[src/rtl/ipd_terms.sv]
// I-PD front-end: captures setpoint/measurement per sample strobe, updates integral and derivative terms, pulses compute.
// Optional macro IPD_ANTIWINDUP_EN saturates the integral term instead of wrapping it.
module ipd_terms #(
  parameter logic [5:0] KI = 6'd3,
  parameter logic [7:0] KD = 8'd20
) (
  input  logic               clk,
  input  logic               rst,
  input  logic               sample,
  input  logic signed [8:0]  rk,
  input  logic signed [8:0]  ym,
  output logic signed [16:0] ik,
  output logic signed [8:0]  yk,
  output logic signed [18:0] dk,
  output logic               compute,
  output logic               busy
);

  typedef enum logic [1:0] {IDLE, INTEG, DERIV, ISSUE} state_t;

  state_t             state, state_nx;
  logic signed [8:0]  rk_c, ym_c, y_prev;
  logic               first;
  logic signed [9:0]  err, dy;
  logic signed [16:0] ki_prod;
  logic signed [17:0] isum;
  logic signed [17:0] kd_prod;
  logic signed [16:0] ik_nx;

  always_comb begin
    state_nx = state;
    unique case (state)
      IDLE:    if (sample) state_nx = INTEG;
      INTEG:   state_nx = DERIV;
      DERIV:   state_nx = ISSUE;
      ISSUE:   state_nx = IDLE;
      default: state_nx = IDLE;
    endcase
  end

  always_comb begin
    err     = 10'(rk_c) - 10'(ym_c);
    dy      = 10'(ym_c) - 10'(y_prev);
    ki_prod = 17'($signed({1'b0, KI})) * 17'(err);
    kd_prod = 18'($signed({1'b0, KD})) * 18'(dy);
    isum    = 18'(ik) + 18'(ki_prod);
  end

`ifdef IPD_ANTIWINDUP_EN
  always_comb begin
    if (isum[17] != isum[16])
      ik_nx = isum[17] ? 17'sh10000 : 17'sh0FFFF;
    else
      ik_nx = isum[16:0];
  end
`else
  always_comb begin
    ik_nx = isum[16:0];
  end
`endif

  // compute is registered out of ISSUE, so busy is stretched one cycle past the FSM to cover it
  always_ff @(posedge clk) begin
    if (rst) begin
      state   <= IDLE;
      rk_c    <= '0;
      ym_c    <= '0;
      ik      <= '0;
      yk      <= '0;
      dk      <= '0;
      y_prev  <= '0;
      first   <= 1'b1;
      compute <= 1'b0;
      busy    <= 1'b0;
    end else begin
      state   <= state_nx;
      compute <= (state == ISSUE);
      busy    <= (state_nx != IDLE) || (state == ISSUE);
      if (state == IDLE && sample) begin
        rk_c <= rk;
        ym_c <= ym;
      end
      if (state == INTEG)
        ik <= ik_nx;
      if (state == DERIV) begin
        dk     <= first ? '0 : 19'(kd_prod);
        yk     <= ym_c;
        y_prev <= ym_c;
        first  <= 1'b0;
      end
    end
  end

endmodule
[config.mk]
export PLATFORM = sky130hd
export DESIGN_NAME = ipd_terms
export DESIGN_NICKNAME = d
export VERILOG_FILES = /design/src/rtl/ipd_terms.sv
export SDC_FILE = /design/constraint.sdc
export NUM_CORES = 1
export LEC_CHECK = 0
export ABC_AREA = 1
export ABC_CLOCK_PERIOD_IN_PS = 4200
export BUFFER_PORTS_ARGS = -buffer_cell sky130_fd_sc_hd__buf_2
export CORE_AREA = 2 2 108 110
export CTS_BUF_LIST = sky130_fd_sc_hd__clkbuf_16
export CTS_CLUSTER_DIAMETER = 120
export DETAILED_ROUTE_END_ITERATION = 16
export DIE_AREA = 0 0 110 112
export MAX_ROUTING_LAYER = met4
export PLACE_DENSITY = 0.71
export SLEW_MARGIN = 20
export SYNTH_ARGS = -nofsm -noshare
export SYNTH_HDL_FRONTEND = slang
export SYNTH_SLANG_ARGS = --single-unit
[constraint.sdc]
create_clock -name clk -period 4.2 [get_ports clk]
set_input_delay 0 -clock clk [delete_from_list [all_inputs] [get_ports clk]]
set_output_delay 0 -clock clk [all_outputs]
set_load 0.01 [all_outputs]
# Word level (Yosys, flattened, before mapping)
# Index checks and enable logic that the tools add are counted.
[op_classes]
addsub = 3
multipliers = 2
eq_ne = 3
n_mux = 3
n_reduce_logical = 4
[ops]
columns = ["cell", "n"]
rows = [
  ["$sub 9x9->10", 2],
  ["$mux 19", 1],
  ["$add 17x13->17", 1],
  ["$mul 4x10->14 const A", 1],
  ["$mul 3x10->13 const A", 1],
  ["$pmux 2 s4", 1],
  ["$eq 2x2->1 const B", 2],
  ["$eq 2x1->1 const B", 1],
  ["$logic_not 2->1", 1],
  ["$mux 2", 1],
  ["$reduce_bool 2->1", 1],
  ["$logic_and 1x1->1", 1],
  ["$logic_or 1x1->1", 1],
]
[word_totals]
register_bits = 68
inputBits = 21
output_inout_bits = 47
wordCells = 24

# Longest topological paths before layout
[depth]
word_depth = 4
ltp_mapped = 25

# Least setup slack after synthesis
# No wires, ideal clock.
[synth_path]
kind = "flip-flop to flip-flop"
startpoint = "register rk_c[0]"
endpoint = "register ik[15]"
t_arrival_ns = 3.414
setup_slack_ns = 0.677
stages_incl_launch_ff = 24
n_path_buf = 0
path_cell_list = "dfxtp_1 inv_1 ha_1 inv_1 fa_1 nand3_1 nand2_1 a21oi_1 nor2_1 nor2_1 xnor2_1 ha_1 inv_1 fa_1 inv_1 ha_1 a21oi_1 a21boi_2 nand3b_1 nand2_1 nand2_1 nand3_1 nand2_1 inv_1"
[synth_via]
elab_chain_cells = 3
[synth_rtl]
columns = ["element", "line_no", "rtl"]
rows = [
  ["start: declaration", "22", "logic signed [8:0] rk_c, ym_c, y_prev;"],
  ["start signal: assignment", "80", "rk_c <= rk;"],
  ["$sub 9x9->10", "42", "err = 10'(rk_c) - 10'(ym_c);"],
  ["$mul 3x10->13", "44", "ki_prod = 17'($signed({1'b0, KI})) * 17'(err);"],
  ["$add 17x13->17", "46", "isum = 18'(ik) + 18'(ki_prod);"],
  ["end signal: assignment", "84", "ik <= ik_nx;"],
  ["end: declaration", "12", "output logic signed [16:0] ik,"],
]
# No other way between the ends.
# A chain may end at the register's enable or synchronous reset.

# Final worst setup path
[layout_path]
startpoint = "register rk_c[0]"
endpoint = "register ik[12]"
# The elaborated chain is that of the path after synthesis.

==> flow_metrics.env <==
export IMPL_worstReg2RegStart="rk_c[0]$_SDFFE_PP0P_"
export IMPL_worst_slack_ns=0.406
export IMPL_skew_ns=0.00472
export IMPL_antenna_found_initial=0
export IMPL_maxCapViolations=0
export IMPL_grt_max_degree=35
export IMPL_die_area_mm2=0.0123
export IMPL_grt_pass1_vias=4493
export IMPL_die_height_um=112
export IMPL_grt_pass1_wl_mm=20.0
export IMPL_synth_area_leaders="dfxtp_1, ha_1, inv_1"
export IMPL_cts_setup_buffers=0
export IMPL_row_count=39
export IMPL_pre_cts_ws_ns=0.334
export IMPL_timing_fmax_mhz=264
export IMPL_ys_seq_area_frac=0.251
export IMPL_antenna_left=0
export IMPL_synth_edf_count=0
export IMPL_yosysTopAreaCellShare=0.251
export IMPL_initial_utilization=0.450
export IMPL_htreeDepth=3
export IMPL_root_buffer="clkbuf_16"
export IMPL_worst_pin_slew_ns=0.868
export IMPL_die_w_um=110
export IMPL_period_needed_ns=3.79
export IMPL_path_class="flop to flop"
export IMPL_setup_viol=0
export IMPL_wl_mm=11.7
export IMPL_wl_per_cell_um=12.7
export IMPL_cp_end_kind="flop"
export IMPL_crit_start="rk_c[0]$_SDFFE_PP0P_"
export IMPL_crit_arrival_ns=4.04
export IMPL_synthArstFlopShare=0
export IMPL_ys_flop_type="dfxtp_1"
export IMPL_portBuffers=65
export IMPL_cts_buffers=9
export IMPL_cts_sinks=63
export IMPL_yosysWarningCount=0
export IMPL_synth_common_cells="inv_1, nand2_1, a21oi_1, ha_1, nor2_1"
export IMPL_fin_crit_sh=0.903
export IMPL_pin_count=68
export IMPL_gp_congestion=0.946
export IMPL_fin_nets=885
export IMPL_insertion_delay_ns=0.34
export IMPL_slew_headroom=0.421
export IMPL_drv_slew=0
export IMPL_min_path_type="input pin to flop"
export IMPL_avgSynthCellArea_um2=7.14
export IMPL_r2r_cells=24
export IMPL_grt_usage=0.212
export IMPL_syn2layout_area_growth_pct=17.7
export IMPL_synth_seq_cells=63
export IMPL_vias=4647
export IMPL_synthesis_area_mm2=0.00503
export IMPL_overflow=0
export IMPL_drive_gt1_frac=0.125
export IMPL_viasPerCell=5.02
export IMPL_worstPathMaxFanout=4
export IMPL_clk_pin_slew_worst_paths_ns=0.05
export IMPL_status="complete, no violations"
export IMPL_syn_inst=704
export IMPL_drc=0
export IMPL_dp_final_hpwl_mm=9.07
export IMPL_yosys_cell_types_count=36
export IMPL_insertedDiodeCount=0
export IMPL_cts_tree="built"
export IMPL_fillers=1109
export IMPL_dr_first_iter_drc_count=201
export IMPL_synth_largest_area_cell="dfxtp_1"
export IMPL_cp_required_ns=4.44
export IMPL_holdPathStages=3
export IMPL_min_from="rk[0]"
export IMPL_dr_pass1_iters=5
export IMPL_cts_buffer_depth=2
export IMPL_startpoint_type="flop"
export IMPL_synth_most_common_cell="inv_1"
export IMPL_coreArea_mm2=0.0112
export IMPL_hold_viol=0
-- critical path: stages, from the launching register on --
cell     delay (ns)
dfxtp_1        0.29
inv_1          0.06
ha_1           0.15
inv_1          0.09
fa_2           0.36
nand3_1        0.08
nand2_1        0.10
a21oi_1        0.14
nor2_1         0.06
nor2_2         0.14
xnor2_1        0.09
ha_1           0.27
inv_1          0.05
fa_1           0.50
inv_1          0.05
ha_1           0.35
nand2_1        0.12
nor2_2         0.16
o21ai_0        0.11
nand4_1        0.15
nand2_1        0.09
nand3_1        0.07
nand3_1        0.08
nand2_1        0.09
inv_1          0.03
-- cell usage in the layout, fill, tap and decap left out, types with 2 or more instances in the layout --
cell	n
inv_1	126
nand2_1	109
a21oi_1	76
ha_1	71
buf_2	65
nor2_1	63
dfxtp_1	63
o21ai_0	51
nand3_1	34
xor2_1	16
dlygate4sd3_1	16
xnor2_1	11
fa_1	11
clkbuf_16	9
nor2_2	6
nand4_1	6
nand3b_1	5
o21bai_1	5
a31oi_1	4
nor3_1	3
nand3_2	3
o211ai_1	3
a21o_1	3
buf_4	3
a21oi_2	2
o21ai_1	2
conb_1	2
clkinv_2	2
-- kinds of logic after synthesis --
kind of cell	after synthesis	synth area share
fa+ha+maj	85	0.229
compound gates	151	0.161
xor+xnor	27	0.0470
buf+inv	146	0.114
simple gates	231	0.196
other cells	1	0.000746
flops	63	0.251
-- path summary, 6_finish.rpt --
check / end / slack, ns
worst max-delay path: ik[12]$_SDFFE_PP0N_ / 0.41
worst min-delay path: rk_c[0]$_SDFFE_PP0P_ / 0.005
worst max register to register: ik[12]$_SDFFE_PP0N_ / 0.41
worst min register to register: dk[11]$_SDFFE_PP0P_ / 0.46
-- metal layers --
layer	global-route usage	part of all wire	routed length [um]
met5	-	0	0
met3	0.0544	0.046	541
met2	0.366	0.50	5890
met1	0.230	0.43	5010
met4	0.0793	0.026	310
-- cell type report --
type,count,area [um^2],share of cell area
Multi-Input combinational cell,496,3220,0.544
Sequential cell,63,1260,0.213
Timing Repair Buffer,84,508,0.0858
Inverter,125,469,0.0793
Clock buffer,9,225,0.0380
Tap cell,143,179,0.0302
Clock inverter,6,55.1,0.00930
-- stage by stage --
step,instances,util,hold slack (ns),setup TNS [ns],area [um^2]
after global placement,895,0.488,0.260,0,5450
after detailed placement,895,0.488,0.262,0,5450
after CTS,926,0.527,0.00388,0,5890
after global routing,926,0.530,0.0240,-0.00874,5920
final,926,0.530,0.00509,0,5920
after floorplan,705,-,0.167,0,5030
-- registers in the layout, summed over array words and instances, names as in the netlist --
name,flops
ik,17
rk_c,9
state,2
ym_c,9
y_prev,9
first,1
compute,1
busy,1
dk,14
-- what timing repair did --
action / CTS / global route
resized for setup: 0 / 7
hold endpoints to repair: 16 / 0
endpoints found under the setup margin: 0 / 7
hold buffers: 16 / 0
Power is left out: the tool's default activity adds up to more than one toggle a clock period on the data nets, which glitch-free logic cannot reach.
